[config.mk]
export PLATFORM = sky130hd
export DESIGN_NAME = fetch_buffer_flat
export DESIGN_NICKNAME = d
export VERILOG_FILES = /design/src/rtl/fetch_buffer_pkg.sv /design/src/rtl/fetch_buffer_if.sv /design/src/rtl/fetch_buffer_fifo.sv /design/src/rtl/fetch_buffer.sv /design/src/flat_wrapper.sv
export SDC_FILE = /design/constraint.sdc
export NUM_CORES = 1
export LEC_CHECK = 0
export BUFFER_PORTS_ARGS = -buffer_cell sky130_fd_sc_hd__buf_4
export CORE_UTILIZATION = 45
export CTS_CLUSTER_DIAMETER = 150
export CTS_CLUSTER_SIZE = 25
export DETAILED_ROUTE_END_ITERATION = 7
export RECOVER_POWER = 25
export SETUP_SLACK_MARGIN = 0.05
export SLEW_MARGIN = 40
export SYNTH_ARGS = -nofsm -noshare
export SYNTH_HDL_FRONTEND = slang
export SYNTH_HIERARCHICAL = 1
export SYNTH_SLANG_ARGS = --single-unit
[constraint.sdc]
create_clock -name clk -period 5.2 [get_ports clk]
set_input_delay 0.26 -clock clk [delete_from_list [all_inputs] [get_ports clk]]
set_output_delay 0.26 -clock clk [all_outputs]
set_load 0.02 [all_outputs]
[src/rtl/fetch_buffer_pkg.sv]
// -----------------------------------------------------------------------------
// fetch_buffer_pkg
// Shared constants and types for the instruction prefetch buffer.
//   XLEN             - machine word width
//   NOP_INSTR        - add x0,x0,x0; also used by the core's flush path
//   PC_RESET_DEFAULT - default first fetch address after reset
//   fetch_entry_t    - one buffered instruction with its PC
//   align_pc()       - clears the two low bits of a redirect target
// -----------------------------------------------------------------------------
package fetch_buffer_pkg;

  localparam int XLEN = 32;

  localparam logic [XLEN-1:0] NOP_INSTR        = 32'h0000_0033;
  localparam logic [XLEN-1:0] PC_RESET_DEFAULT = 32'h0000_0000;

  typedef struct packed {
    logic [XLEN-1:0] pc;
    logic [XLEN-1:0] instr;
  } fetch_entry_t;

  // Instructions are word aligned; a misaligned target is truncated.
  function automatic logic [XLEN-1:0] align_pc(input logic [XLEN-1:0] pc);
    return {pc[XLEN-1:2], 2'b00};
  endfunction

endpackage

[src/rtl/fetch_buffer_if.sv]
// -----------------------------------------------------------------------------
// fetch_buffer_if
// Memory-side fetch port plus the instruction handshake towards IF/ID.
//   mem_req / mem_addr  - fetch request and address (buffer -> memory)
//   mem_rdata           - instruction word, one cycle after mem_req
//   out_ready           - IF/ID can accept the head instruction
//   out_valid           - head entry valid
//   out_instr / out_pc  - head instruction (NOP when empty) and its PC
// Modports: master = fetch buffer side, slave = memory / pipeline side.
// -----------------------------------------------------------------------------
interface fetch_buffer_if;
  import fetch_buffer_pkg::*;

  logic            mem_req;
  logic [XLEN-1:0] mem_addr;
  logic [XLEN-1:0] mem_rdata;
  logic            out_ready;
  logic            out_valid;
  logic [XLEN-1:0] out_instr;
  logic [XLEN-1:0] out_pc;

  modport master (
    output mem_req, mem_addr, out_valid, out_instr, out_pc,
    input  mem_rdata, out_ready
  );

  modport slave (
    input  mem_req, mem_addr, out_valid, out_instr, out_pc,
    output mem_rdata, out_ready
  );

endinterface

[src/rtl/fetch_buffer_fifo.sv]
// -----------------------------------------------------------------------------
// fetch_fifo
// Generic synchronous FIFO with flush and occupancy count.
//   clk, rst   - clock, asynchronous active-low reset
//   push       - write push_data at the tail
//   pop        - advance the head (ignored when empty)
//   flush      - empty the FIFO; overrides push and pop
//   count      - number of valid entries (0..DEPTH)
//   head_data  - entry at the head; meaningless when count == 0
// DEPTH must be a power of two so the pointers wrap naturally.
// Storage is not reset; only pointers and count are.
// -----------------------------------------------------------------------------
module fetch_fifo #(
  parameter  int WIDTH = 64,
  parameter  int DEPTH = 4,
  localparam int AW    = $clog2(DEPTH),
  localparam int CW    = $clog2(DEPTH + 1)
) (
  input  logic             clk,
  input  logic             rst,
  input  logic             push,
  input  logic [WIDTH-1:0] push_data,
  input  logic             pop,
  input  logic             flush,
  output logic [CW-1:0]    count,
  output logic [WIDTH-1:0] head_data
);

  logic [WIDTH-1:0] mem [DEPTH];
  logic [AW-1:0]    wr_ptr;
  logic [AW-1:0]    rd_ptr;
  logic             pop_ok;
  logic             push_ok;

  assign pop_ok  = pop  & ~flush & (count != '0);
  // A push into a full FIFO is only accepted when the head leaves in the same cycle.
  assign push_ok = push & ~flush & ((count != CW'(DEPTH)) | pop_ok);

  always_ff @(posedge clk or negedge rst) begin
    if (!rst) begin
      wr_ptr <= '0;
      rd_ptr <= '0;
      count  <= '0;
    end else if (flush) begin
      wr_ptr <= '0;
      rd_ptr <= '0;
      count  <= '0;
    end else begin
      if (push_ok) wr_ptr <= wr_ptr + AW'(1);
      if (pop_ok)  rd_ptr <= rd_ptr + AW'(1);
      case ({push_ok, pop_ok})
        2'b10:   count <= count + CW'(1);
        2'b01:   count <= count - CW'(1);
        default: count <= count;
      endcase
    end
  end

  always_ff @(posedge clk) begin
    if (push_ok) mem[wr_ptr] <= push_data;
  end

  assign head_data = mem[rd_ptr];

endmodule

[src/rtl/fetch_buffer.sv]
// -----------------------------------------------------------------------------
// fetch_buffer
// Instruction prefetch buffer between the single-ported unified memory and
// the IF/ID register. Fetches ahead whenever the data side leaves memory
// idle; a redirect flushes everything buffered or in flight and restarts
// fetching at the target.
//   clk, rst     - clock, asynchronous active-low reset
//   redirect     - taken branch/jump this cycle
//   redirect_pc  - redirect target (low two bits ignored)
//   data_busy    - data side owns memory this cycle; no fetch issued
//   bus          - memory fetch port and IF/ID handshake (master side)
// Parameters: DEPTH (power of two, >= 2), PC_RESET (first fetch address).
// -----------------------------------------------------------------------------
module fetch_buffer
  import fetch_buffer_pkg::*;
#(
  parameter int              DEPTH    = 4,
  parameter logic [XLEN-1:0] PC_RESET = PC_RESET_DEFAULT
) (
  input  logic            clk,
  input  logic            rst,
  input  logic            redirect,
  input  logic [XLEN-1:0] redirect_pc,
  input  logic            data_busy,
  fetch_buffer_if.master  bus
);

  localparam int CW = $clog2(DEPTH + 1);

  logic [XLEN-1:0] fetch_pc;
  logic            vld_p1;
  logic [XLEN-1:0] pc_p1;
  logic [CW-1:0]   count;
  logic [CW:0]     slots_used;
  logic            out_valid;
  logic            pop;
  logic            push;
  logic            issue;
  fetch_entry_t    push_entry;
  fetch_entry_t    head_entry;

  assign out_valid = (count != '0);
  assign pop       = out_valid & bus.out_ready;

  // Slots claimed after this cycle's pop: buffered entries plus the one in
  // flight. A new fetch is only issued if its response is sure to find room.
  assign slots_used = {1'b0, count} + (CW+1)'(vld_p1) - (CW+1)'(pop);
  assign issue      = rst & ~redirect & ~data_busy & (slots_used < (CW+1)'(DEPTH));

  // ---- stage p0: issue fetch at fetch_pc ----
  always_ff @(posedge clk or negedge rst) begin
    if (!rst) begin
      fetch_pc <= PC_RESET;
      vld_p1   <= 1'b0;
    end else if (redirect) begin
      fetch_pc <= align_pc(redirect_pc);
      vld_p1   <= 1'b0;
    end else begin
      vld_p1 <= issue;
      if (issue) fetch_pc <= fetch_pc + XLEN'(4);
    end
  end

  always_ff @(posedge clk) begin
    if (issue) pc_p1 <= fetch_pc;
  end

  // ---- stage p1: memory returns the word, write it into the FIFO ----
  assign push       = vld_p1 & ~redirect;
  assign push_entry = '{pc: pc_p1, instr: bus.mem_rdata};

  fetch_fifo #(
    .WIDTH ($bits(fetch_entry_t)),
    .DEPTH (DEPTH)
  ) u_fifo (
    .clk       (clk),
    .rst       (rst),
    .push      (push),
    .push_data (push_entry),
    .pop       (pop),
    .flush     (redirect),
    .count     (count),
    .head_data (head_entry)
  );

  // ---- stage p2: head of the FIFO towards IF/ID (no bypass from memory) ----
  assign bus.mem_req   = issue;
  assign bus.mem_addr  = fetch_pc;
  assign bus.out_valid = out_valid;
  assign bus.out_instr = out_valid ? head_entry.instr : NOP_INSTR;
  assign bus.out_pc    = out_valid ? head_entry.pc    : '0;

endmodule

[src/flat_wrapper.sv]
// flat-port wrapper written by rule: the top's interface ports become plain ports
module fetch_buffer_flat import fetch_buffer_pkg::*;
#(
  parameter int              DEPTH    = 4,
  parameter logic [XLEN-1:0] PC_RESET = PC_RESET_DEFAULT
)
  (clk, rst, redirect, redirect_pc, data_busy, bus_mem_req, bus_mem_addr, bus_out_valid, bus_out_instr, bus_out_pc, bus_mem_rdata, bus_out_ready);
  fetch_buffer_if bus_i ();
  input  logic clk;
  input  logic rst;
  input  logic redirect;
  input  logic [XLEN-1:0] redirect_pc;
  input  logic data_busy;
  output wire logic [$bits(bus_i.mem_req)-1:0] bus_mem_req;
  output wire logic [$bits(bus_i.mem_addr)-1:0] bus_mem_addr;
  output wire logic [$bits(bus_i.out_valid)-1:0] bus_out_valid;
  output wire logic [$bits(bus_i.out_instr)-1:0] bus_out_instr;
  output wire logic [$bits(bus_i.out_pc)-1:0] bus_out_pc;
  input wire logic [$bits(bus_i.mem_rdata)-1:0] bus_mem_rdata;
  input wire logic [$bits(bus_i.out_ready)-1:0] bus_out_ready;
  assign bus_mem_req = bus_i.mem_req;
  assign bus_mem_addr = bus_i.mem_addr;
  assign bus_out_valid = bus_i.out_valid;
  assign bus_out_instr = bus_i.out_instr;
  assign bus_out_pc = bus_i.out_pc;
  assign bus_i.mem_rdata = bus_mem_rdata;
  assign bus_i.out_ready = bus_out_ready;
  fetch_buffer #(.DEPTH(DEPTH), .PC_RESET(PC_RESET)) u_core (.clk(clk), .rst(rst), .redirect(redirect), .redirect_pc(redirect_pc), .data_busy(data_busy), .bus(bus_i));
endmodule
==> metrics, run 1 <==
status finished, final reports clean; Detail Placement HPWL 16800 um; Final Hold Vio Count 0; CTS buffer count 16; Hold Path Class in -> reg; library cells used by synthesis 58; RSZ-0062 raised after global routing no; Finished Core Util 55.0%; leading cell types in the layout, fill and taps excluded edfxtp_1 (286), buf_4 (134), mux4_2 (64); top area cells in the synthesized netlist edfxtp_1 (66%), mux4_2 (11%), dfrtp_1 (7.3%); initial antenna violation count 0; commonest non-fill, non-tap cell in the layout edfxtp_1; largest net degree at the start of global routing 68; Post-Route Skew 0.0231 ns; Critical Path AT 3.46 ns; pre-CTS setup slack 1.93 ns; setup repair bufs after CTS 0; Synth Instances 711; met3 wire length 1250 um; Yosys reg bits 324; post-route ant nets 0; crit start category flop; mapped cell area 13100 um^2; number of synthesized flops with an enable pin 286; # DRC 0; FP Rows 62; Yosys warnings 6; most used flip-flop cell after synthesis edfxtp_1; Cell Pwr Density 289 nW/um^2; number of vias per cell 5.40; antenna cell count 0; Synth top area share 65.5%; Placement Cell Area 15000 um^2; max-slew headroom at the worst pin 51.9%; die area 29800 um^2; worst path required time 4.94 ns; first-pass GRT wire length 42200 um; fmax 0.269 GHz; max_cap viols 0; critical path class reg -> out; Reg clk slew, reported paths 0.10 ns; Die X 173 um; CTS H-tree lvls 1; fin area 15800 um^2; ys async rst share 11.7%; P_leak 5.31 nW; min Tclk post-route 3.72 ns; drt initial violations 540; CTS tree built; # nets final 1006; GP Congestion 0.832; metal1 wirelength 11900 um; area growth from synthesis to layout 20.4%; # fillers 2340; DR top layer met4; R2R Setup Slk 1.91 ns; gr usage total 18.1%; Worst Setup End Kind output pin; Max Root-Sink Buffers 3; core area 28700 um^2; final setup violation count 0; met2 WL post-DR 12900 um; grt ovf 0; Max Transition Viols Final 0; worst-path fanout max 22; vias in the first global route 7458; Initial Util 45.7%; Skew-Pair Late Insertion Delay 0.50 ns; Peak VDD IR 0.172 mV; TNS Setup 0 ns; Die Y 173 um; fin crit share 71.6%; I/O pin count 167; Pre-antenna DRT Iters 5; Post-Syn Area per Cell 18.4 um^2; IO Port Bufs 162; share of layout cells above drive strength 1 27.2%; via count 7140; root buf cell clkbuf_16; most area-hungry cell type in the Yosys netlist edfxtp_1; Final WS setup 1.48 ns; wire per inst 20.0 um; Sink Count 324; sequential area share after synthesis 72.8%; Post-Route WL 26400 um; worst slew pin tran 0.722 ns
[path summary, 6_finish.rpt]
check / to / startpoint / cells past startpoint
min: u_core/bus.mem_addr[6] / redirect_pc[6] / 3
max: bus_mem_req / u_core/u_fifo/count[1] / 12
max reg2reg: u_core/pc_p1[28] / u_core/u_fifo/count[1] / 12
min in group asynchronous: u_core/u_fifo/wr_ptr[0] / rst / 2
max in group asynchronous: u_core/u_fifo/rd_ptr[0] / rst / 2
min reg2reg: u_core/u_fifo/mem[1][58] / u_core/pc_p1[26] / 0
[where the power goes]
group          switching, W  internal (W)
registers         0.0000620       0.00287
clock network      0.000755      0.000619
logic              0.000141      0.000125
total              0.000958       0.00361
[critical path: stages (launching register included)]
cell	delay, ns
dfrtp_1	0.50
inv_1	0.12
nand3_2	0.09
and2_1	0.21
ha_1	0.17
inv_1	0.04
ha_1	0.27
and3b_4	0.19
nor4_1	0.27
buf_4	0.24
o21ai_1	0.16
inv_2	0.45
buf_4	0.25
[area by class of cell]
| cell class | instances | area, um^2 | area share (%) |
|---|---|---|---|
| clock buffer | 28 | 467 | 2.96 |
| inverter | 14 | 52.6 | 0.333 |
| multi-input combinational | 346 | 3390 | 21.5 |
| sequential | 324 | 9550 | 60.5 |
| tap | 384 | 480 | 3.04 |
| timing repair buffer | 226 | 1850 | 11.7 |
[flip-flops by register name, summed over array words and instances, names as in the netlist]
name / flops
u_core/vld_p1: 1
u_core/u_fifo/count: 3
u_core/u_fifo/rd_ptr: 2
u_core/u_fifo/wr_ptr: 2
u_core/u_fifo/mem: 256
u_core/bus.mem_addr: 30
u_core/pc_p1: 30
[metrics by stage]
step	hold slack (ns)	cells	total power, W
floorplan	-0.0356	720	0.00309
global placement	0.272	1234	0.00322
detailed placement	0.280	1246	0.00323
CTS	0.00161	1322	0.00463
global route	0.00140	1322	0.00474
finish	0.0149	1322	0.00457
[synth_stat cells (all sizes together) (8+ instances only)]
master and number:
o21ai 24, mux4 64, nor2b 8, dfrtp 38, nand4 8, nor2 16, edfxtp 286, ha 8
clkbuf 23, buf 13, nor4 8, xnor2 13, nand2 25, and2 65, nand3 8, inv 14
[layer usage]
| layer | vias up | track usage [%] |
|---|---|---|
| met1 | 3659 | 25.8 |
| met2 | 227 | 30.2 |
| met5 | - | 0 |
| met4 | 0 | 3.43 |
| met3 | 34 | 2.37 |
| li1 | 3220 | - |
[cells by family (layout without fill, tap and decap cells)]
group | count (synthesis) | in the layout | share of synthesized area (%)
compound gates | 67 | 67 | 3.85
xor+xnor | 20 | 20 | 1.34
fa+ha+maj | 9 | 9 | 0.916
buf+inv | 50 | 268 | 1.75
flops | 324 | 324 | 72.8
mux | 70 | 70 | 11.5
other cells | 1 | 10 | 0.0286
simple gates | 170 | 170 | 7.86
[repair_timing]
| action | in CTS | in global routing |
|---|---|---|
| resized for setup | 0 | 0 |
| endpoints found under the hold margin | 181 | 0 |
| hold buffers | 48 | 0 |
Note: power is estimated with default switching activity, not from simulation.
==> run 2: changes to the inputs <==
Settings changed: ABC_AREA from default to 1.
Clock period 5.2 ns to 3.7 ns, I/O delays scaled along.
==> run 2 against run 1 <==
Critical path depth unchanged. Largest power group unchanged. Sequential power up 43%. Core utilization down 0.79 points.
==> metrics, run 2 <==
leading cell types in the layout, fill and taps excluded edfxtp_1 (286), nor2_1 (244), nand2_1 (198); Yosys warnings 6 (unchanged); CTS H-tree lvls 1 (unchanged); worst slew pin tran 0.794 ns (+0.0728 ns); Post-Route WL 31400 um (+19%); # nets final 1569 (+56%); Cell Pwr Density 424 nW/um^2 (+46%); Post-Syn Area per Cell 10.9 um^2 (-41%); final setup violation count 0 (unchanged); Critical Path AT 3.05 ns (-0.41 ns); top area cells in the synthesized netlist edfxtp_1 (61%), dfrtp_1 (6.8%), nor2_1 (6.7%); gr usage total 19.9% (+1.8 points); Post-Route Skew 0.0136 ns (-0.00956 ns); Detail Placement HPWL 19000 um (+13%); Initial Util 45.7% (about the same); Pre-antenna DRT Iters 6 (+1); CTS tree built; CTS buffer count 16 (unchanged); Synth Instances 1286 (+81%); number of synthesized flops with an enable pin 286 (unchanged); setup repair bufs after CTS 0 (unchanged); crit start category flop; Yosys reg bits 324 (unchanged); Sink Count 324 (unchanged); RSZ-0062 raised after global routing no; drt initial violations 697 (+29%); Hold WS 0.0215 ns (+0.00660 ns); most area-hungry cell type in the Yosys netlist edfxtp_1; Skew-Pair Late Insertion Delay 0.50 ns (about the same); Peak VDD IR 0.237 mV (+38%); Final Hold Vio Count 0 (unchanged); Die X 178 um (+3.2%); Worst Setup End Kind output pin; grt ovf 0 (unchanged); fin crit share 87.3%; fmax 0.310 GHz; max FFs per register 256 (unchanged); most used flip-flop cell after synthesis edfxtp_1; Max Root-Sink Buffers 3 (unchanged); placed insts 1809 (+45%); Die Y 178 um (+3.2%); number of vias per cell 5.13 (-5.0%); core area 30600 um^2 (+6.6%); I/O pin count 167 (unchanged); IO Port Bufs 162 (unchanged); most frequent cell after synthesis edfxtp_1; root buf cell clkbuf_16; worst-path fanout max 31 (+41%); max-slew headroom at the worst pin 47.0% (-4.9 points); Synth top area share 61.4% (-4.1 points); first-pass GRT wire length 49000 um (+16%); ys async rst share 11.7% (unchanged); die area 31800 um^2 (+6.6%); critical path class reg -> out; sequential area share after synthesis 68.2% (-4.5 points); Design Power 0.00703 W (+54%); FP Rows 64 (+3.2%); max_cap viols 0 (unchanged); GP Congestion 0.909 (+9.2%); Post-Layout Cell Count 1897 (+43%); post-route ant nets 0 (unchanged); commonest non-fill, non-tap cell in the layout edfxtp_1; P_leak 6.39 nW (+20%); Hold Path Origin redirect_pc[15]; largest register by flop count u_core/u_fifo/mem; wire per inst 16.5 um (-17%); Reg clk slew, reported paths 0.10 ns (about the same); area growth from synthesis to layout 18.6%; synth cell count leaders edfxtp_1 (286), nor2_1 (248), nand2_1 (198); share of layout cells above drive strength 1 13.6% (-14 points); Max Transition Viols Final 0 (unchanged); antenna cell count 0 (unchanged); # DRC 0 (unchanged); launch point of the critical path u_core/u_fifo/count[2]; mapped cell area 14000 um^2 (+6.6%); worst path required time 3.51 ns (-1.43 ns); vias in the first global route 9138 (+23%); status finished, final reports clean; library cells used by synthesis 34 (-41%); initial antenna violation count 0 (unchanged); Hold Path Class in -> reg; worst reg2reg startpoint u_core/u_fifo/count[2]; via count 9732 (+36%); min Tclk post-route 3.23 ns; largest net degree at the start of global routing 75 (+10%)
## run 2: changes by cell type after synthesis, moves of 13 or more
cell,previous run,this run
o21ai_1,19,53
xnor2_1,13,0
nand3_1,8,72
o21ai_0,5,90
inv_1,14,111
mux4_2,64,0
nand2_1,25,198
o22ai_1,0,64
nor2_1,16,248
and2_1,65,0
## run 2: path summary, 6_finish.rpt
kind	slack, ns	to	depth (start not counted)
max	0.47	bus_mem_req	12
min	0.02	u_core/bus.mem_addr[15]	5
max reg2reg	0.91	u_core/bus.mem_addr[12]	15
min reg2reg	0.50	u_core/u_fifo/mem[1][49]	0
max in group asynchronous	3.09	u_core/u_fifo/rd_ptr[0]	2
min in group asynchronous	0.19	u_core/bus.mem_addr[29]	2
## run 2: layer usage
metal	routed length, um	track usage (%)
met5	0	0
met3	1450	2.54
met1	14400	27.7
met2	14900	33.2
met4	569	5.19
## run 2: area by class of cell
cell class	instances	area, um^2
flip-flops and latches	324	9540
repair buffers	241	1950
multi-input cells	791	3680
well taps	396	495
inverters	117	442
clock buffers	28	467
fillers	2759	14000
## run 2: logic make-up (layout without fill, tap and decap cells)
logic type                 Yosys count  in the layout  share of synthesized area (%)
and+or+nand+nor                    549            549                           16.1
adders and majority gates            9              9                          0.859
xor gates and xnor gates             2              2                          0.125
AOI/OAI and AO/OA                  221            221                           8.69
other                                1             10                         0.0268
DFF                                324            324                           68.2
buffers and inverters              180            386                           5.92
## run 2: repair_timing
action / 4_1_cts / 5_1_grt
hold endpoints to repair: 193 / 0
hold buffers: 60 / 0
resized for setup: 0 / 0
## run 2: worst max-delay path, stage by stage, from the launching register on
cell and delay [ns]:
dfrtp_1 0.50, nor3_2 0.09, nor2_1 0.18, ha_1 0.19, inv_1 0.04, ha_1 0.28
nand3_1 0.10, nand2_1 0.06, nand2_1 0.05, nand3_1 0.14, nor2_4 0.46, buf_12 0.26
buf_4 0.18
## run 2: per-stage QoR
step | TNS (ns) | util [%] | area (um^2) | worst slack (ns)
3_3_place_gp | 0 | 51.1 | 15600 | 1.01
2_1_floorplan | -222.33 | - | 14000 | -0.868
4_1_cts | 0 | 54.6 | 16700 | 0.393
5_1_grt | 0 | 54.2 | 16600 | 0.235
3_5_place_dp | 0 | 51.1 | 15600 | 0.950
6_report | 0 | 54.2 | 16600 | 0.470
## run 2: power breakdown
group | total [W] | leakage [nW] | internal, W | switching, W
Sequential | 0.00418 | 3.06 | 0.00406 | 0.000123
Combinational | 0.000914 | 3.11 | 0.000354 | 0.000559
Clock | 0.00194 | 0.222 | 0.000870 | 0.00107
==> run 3: changes to the inputs <==
Settings changed: GPL_TIMING_DRIVEN from default to 0.
==> run 3 against run 2 <==
Fmax is 5.6% lower. Core utilization increased by 1.6 points. Register-to-register slack worse by 0.26 ns. Die area is the same. Critical path depth increased by 1. Sequential cell count did not move. Clock skew grew 0.0059 ns. Sequential power about the same. Final area rose by 2.9%.
==> metrics, run 3 (synthesis gave the netlist of run 2 again) <==
Hold Path Class in -> reg; Placement Cell Area 16100 um^2 (+2.9%); area growth from synthesis to layout 22.0%; P_leak 6.65 nW (+4.2%); status finished, final reports clean; CTS H-tree lvls 1 (unchanged); first-pass GRT wire length 51900 um (+5.9%); gr usage total 21.4% (+1.4 points); # DRC 0 (unchanged); wire per inst 17.1 um (+3.3%); share of layout cells above drive strength 1 15.5% (+2.0 points); pre-CTS setup slack -0.0362 ns (-0.986 ns); worst-path fanout max 40 (+29%); grt ovf 0 (unchanged); max_cap viols 0 (unchanged); Max Transition Viols Final 0 (unchanged); Skew-Pair Late Insertion Delay 0.51 ns (about the same); IO Port Bufs 162 (unchanged); Final Hold Vio Count 0 (unchanged); Net Sw Frac 25.0% (+0.064 points); Clk network pwr share 27.1% (-0.5 points); RSZ-0062 raised after global routing no; Post-Route Skew 0.0195 ns (+0.00591 ns); drt initial violations 712 (+2.2%); via count 10000 (+2.9%); Die Y 178 um (unchanged); Seq pwr share 59.1% (-0.3 points); vias in the first global route 9431 (+3.2%); I/O pin count 167 (unchanged); leading cell types in the layout, fill and taps excluded edfxtp_1 (286), nor2_1 (243), nand2_1 (198); largest net degree at the start of global routing 41 (-45%); Post-Layout Cell Count 1959 (+3.3%); CTS tree built; critical path class reg -> out; commonest non-fill, non-tap cell in the layout edfxtp_1; min Tclk post-route 3.42 ns (+0.190 ns); Cell Pwr Density 415 nW/um^2 (-2.2%); crit start category flop; Hold WS 0.0227 ns (+0.00124 ns); Internal Power 0.00531 W (+0.58%); worst path required time 3.51 ns (about the same); Multi-input gate area 3690 um^2 (+0.24%); antenna cell count 0 (unchanged); Seq. cell area 9540 um^2 (about the same); core area 30600 um^2 (unchanged); fin crit share 92.4% (+5.1 points); final setup violation count 0 (unchanged); fin area 17100 um^2 (+2.9%); post-route ant nets 0 (unchanged); Sink Count 324 (unchanged); Net Sw Power 0.00177 W (+0.93%); Initial Util 45.7% (unchanged); CTS buffer count 16 (unchanged); # nets final 1631 (+4.0%); worst slew pin tran 0.664 ns (-0.130 ns); die area 31800 um^2 (unchanged); # fillers 2681 (-2.8%); Peak VDD IR 0.259 mV (+9.4%); Critical Path AT 3.24 ns (+0.19 ns); Pre-antenna DRT Iters 6 (unchanged); max FFs per register 256 (unchanged); number of vias per cell 5.11 (-0.36%); Worst Setup End Kind output pin; part of the power in combinational logic 13.8% (+0.8 points); largest register by flop count u_core/u_fifo/mem; fmax 0.292 GHz (-5.6%); max-slew headroom at the worst pin 55.7% (+8.8 points); Design Power 0.00708 W (+0.67%); Reg clk slew, reported paths 0.10 ns (about the same); Post-Route WL 33500 um (+6.7%); Die X 178 um (unchanged); root buf cell clkbuf_16; GP Congestion 0.962 (+5.9%); Max Root-Sink Buffers 3 (unchanged); Final WS setup 0.280 ns (-0.190 ns); initial antenna violation count 0 (unchanged); Detail Placement HPWL 23000 um (+21%); FP Rows 64 (unchanged); placed insts 1870 (+3.4%)
[run 3: cell count changes in the layout (fill, tap and decap cells not counted), sizes merged]
cell         previous run  this run
clkinv                  0         1
dlygate4sd3            60        58
clkbuf                 60        84
buf                   149       189
inv                   117       116
[run 3: through the flow]
| stage | TNS (ns) | utilization [%] |
|---|---|---|
| 3_5_place_dp | -0.235 | 52.6 |
| 4_1_cts | 0 | 56.1 |
| 2_1_floorplan | -222.33 | - |
| 3_3_place_gp | -946.36 | 51.4 |
| 6_report | 0 | 55.8 |
| 5_1_grt | 0 | 55.8 |
[run 3: worst paths after layout]
kind | start | end | slack, ns | depth (start not counted)
max | u_core/u_fifo/count[2] | bus_mem_req | 0.28 | 13
min | redirect_pc[13] | u_core/bus.mem_addr[13] | 0.02 | 5
max reg2reg | u_core/u_fifo/count[2] | u_core/u_fifo/mem[0][29] | 0.65 | 13
min reg2reg | u_core/pc_p1[17] | u_core/u_fifo/mem[2][49] | 0.50 | 0
max in group asynchronous | rst | u_core/bus.mem_addr[16] | 3.11 | 2
min in group asynchronous | rst | u_core/bus.mem_addr[28] | 0.21 | 2
[run 3: repair_timing]
item	4_1_cts	5_1_grt
hold buffers	58	0
hold endpoints to repair	191	0
gates resized for setup	5	1
setup endpoints to repair	47	17
pin swaps	1	1
setup buffers	1	2
[run 3: layout make-up]
class                      count  area share (%)
buffer                        63            2.33
clock buffer                  28            2.74
inverter                     117            2.59
multi-input combinational    791            21.6
sequential                   324            55.9
tap                          396            2.90
timing repair buffer         240            11.9
[run 3: power groups by stage]
| stage | Combinational (W) | Sequential [W] | Clock [W] |
|---|---|---|---|
| floorplan | 0.000487 | 0.00427 | 0 |
| global placement | 0.000924 | 0.00426 | 0 |
| detailed placement | 0.000940 | 0.00426 | 0 |
| CTS | 0.000996 | 0.00418 | 0.00198 |
| global route | 0.00107 | 0.00420 | 0.00209 |
| finish | 0.000978 | 0.00418 | 0.00192 |
[run 3: critical path: stages (launching register included)]
cell and delay [ns]:
dfrtp_1 0.51, nor3_4 0.36, clkbuf_4 0.32, nor2_2 0.10, ha_1 0.19, inv_1 0.06
ha_1 0.23, nand3_1 0.12, nand2_1 0.06, nand2_1 0.05, nand3_1 0.15, nor2_4 0.16
buf_12 0.23, buf_4 0.18
[run 3: per-layer routing]
metal | part of all wire (%) | GRT usage (%)
met1 | 45 | 29.2
met2 | 48 | 37.0
met3 | 4.9 | 2.49
met4 | 1.2 | 3.85
met5 | 0 | 0
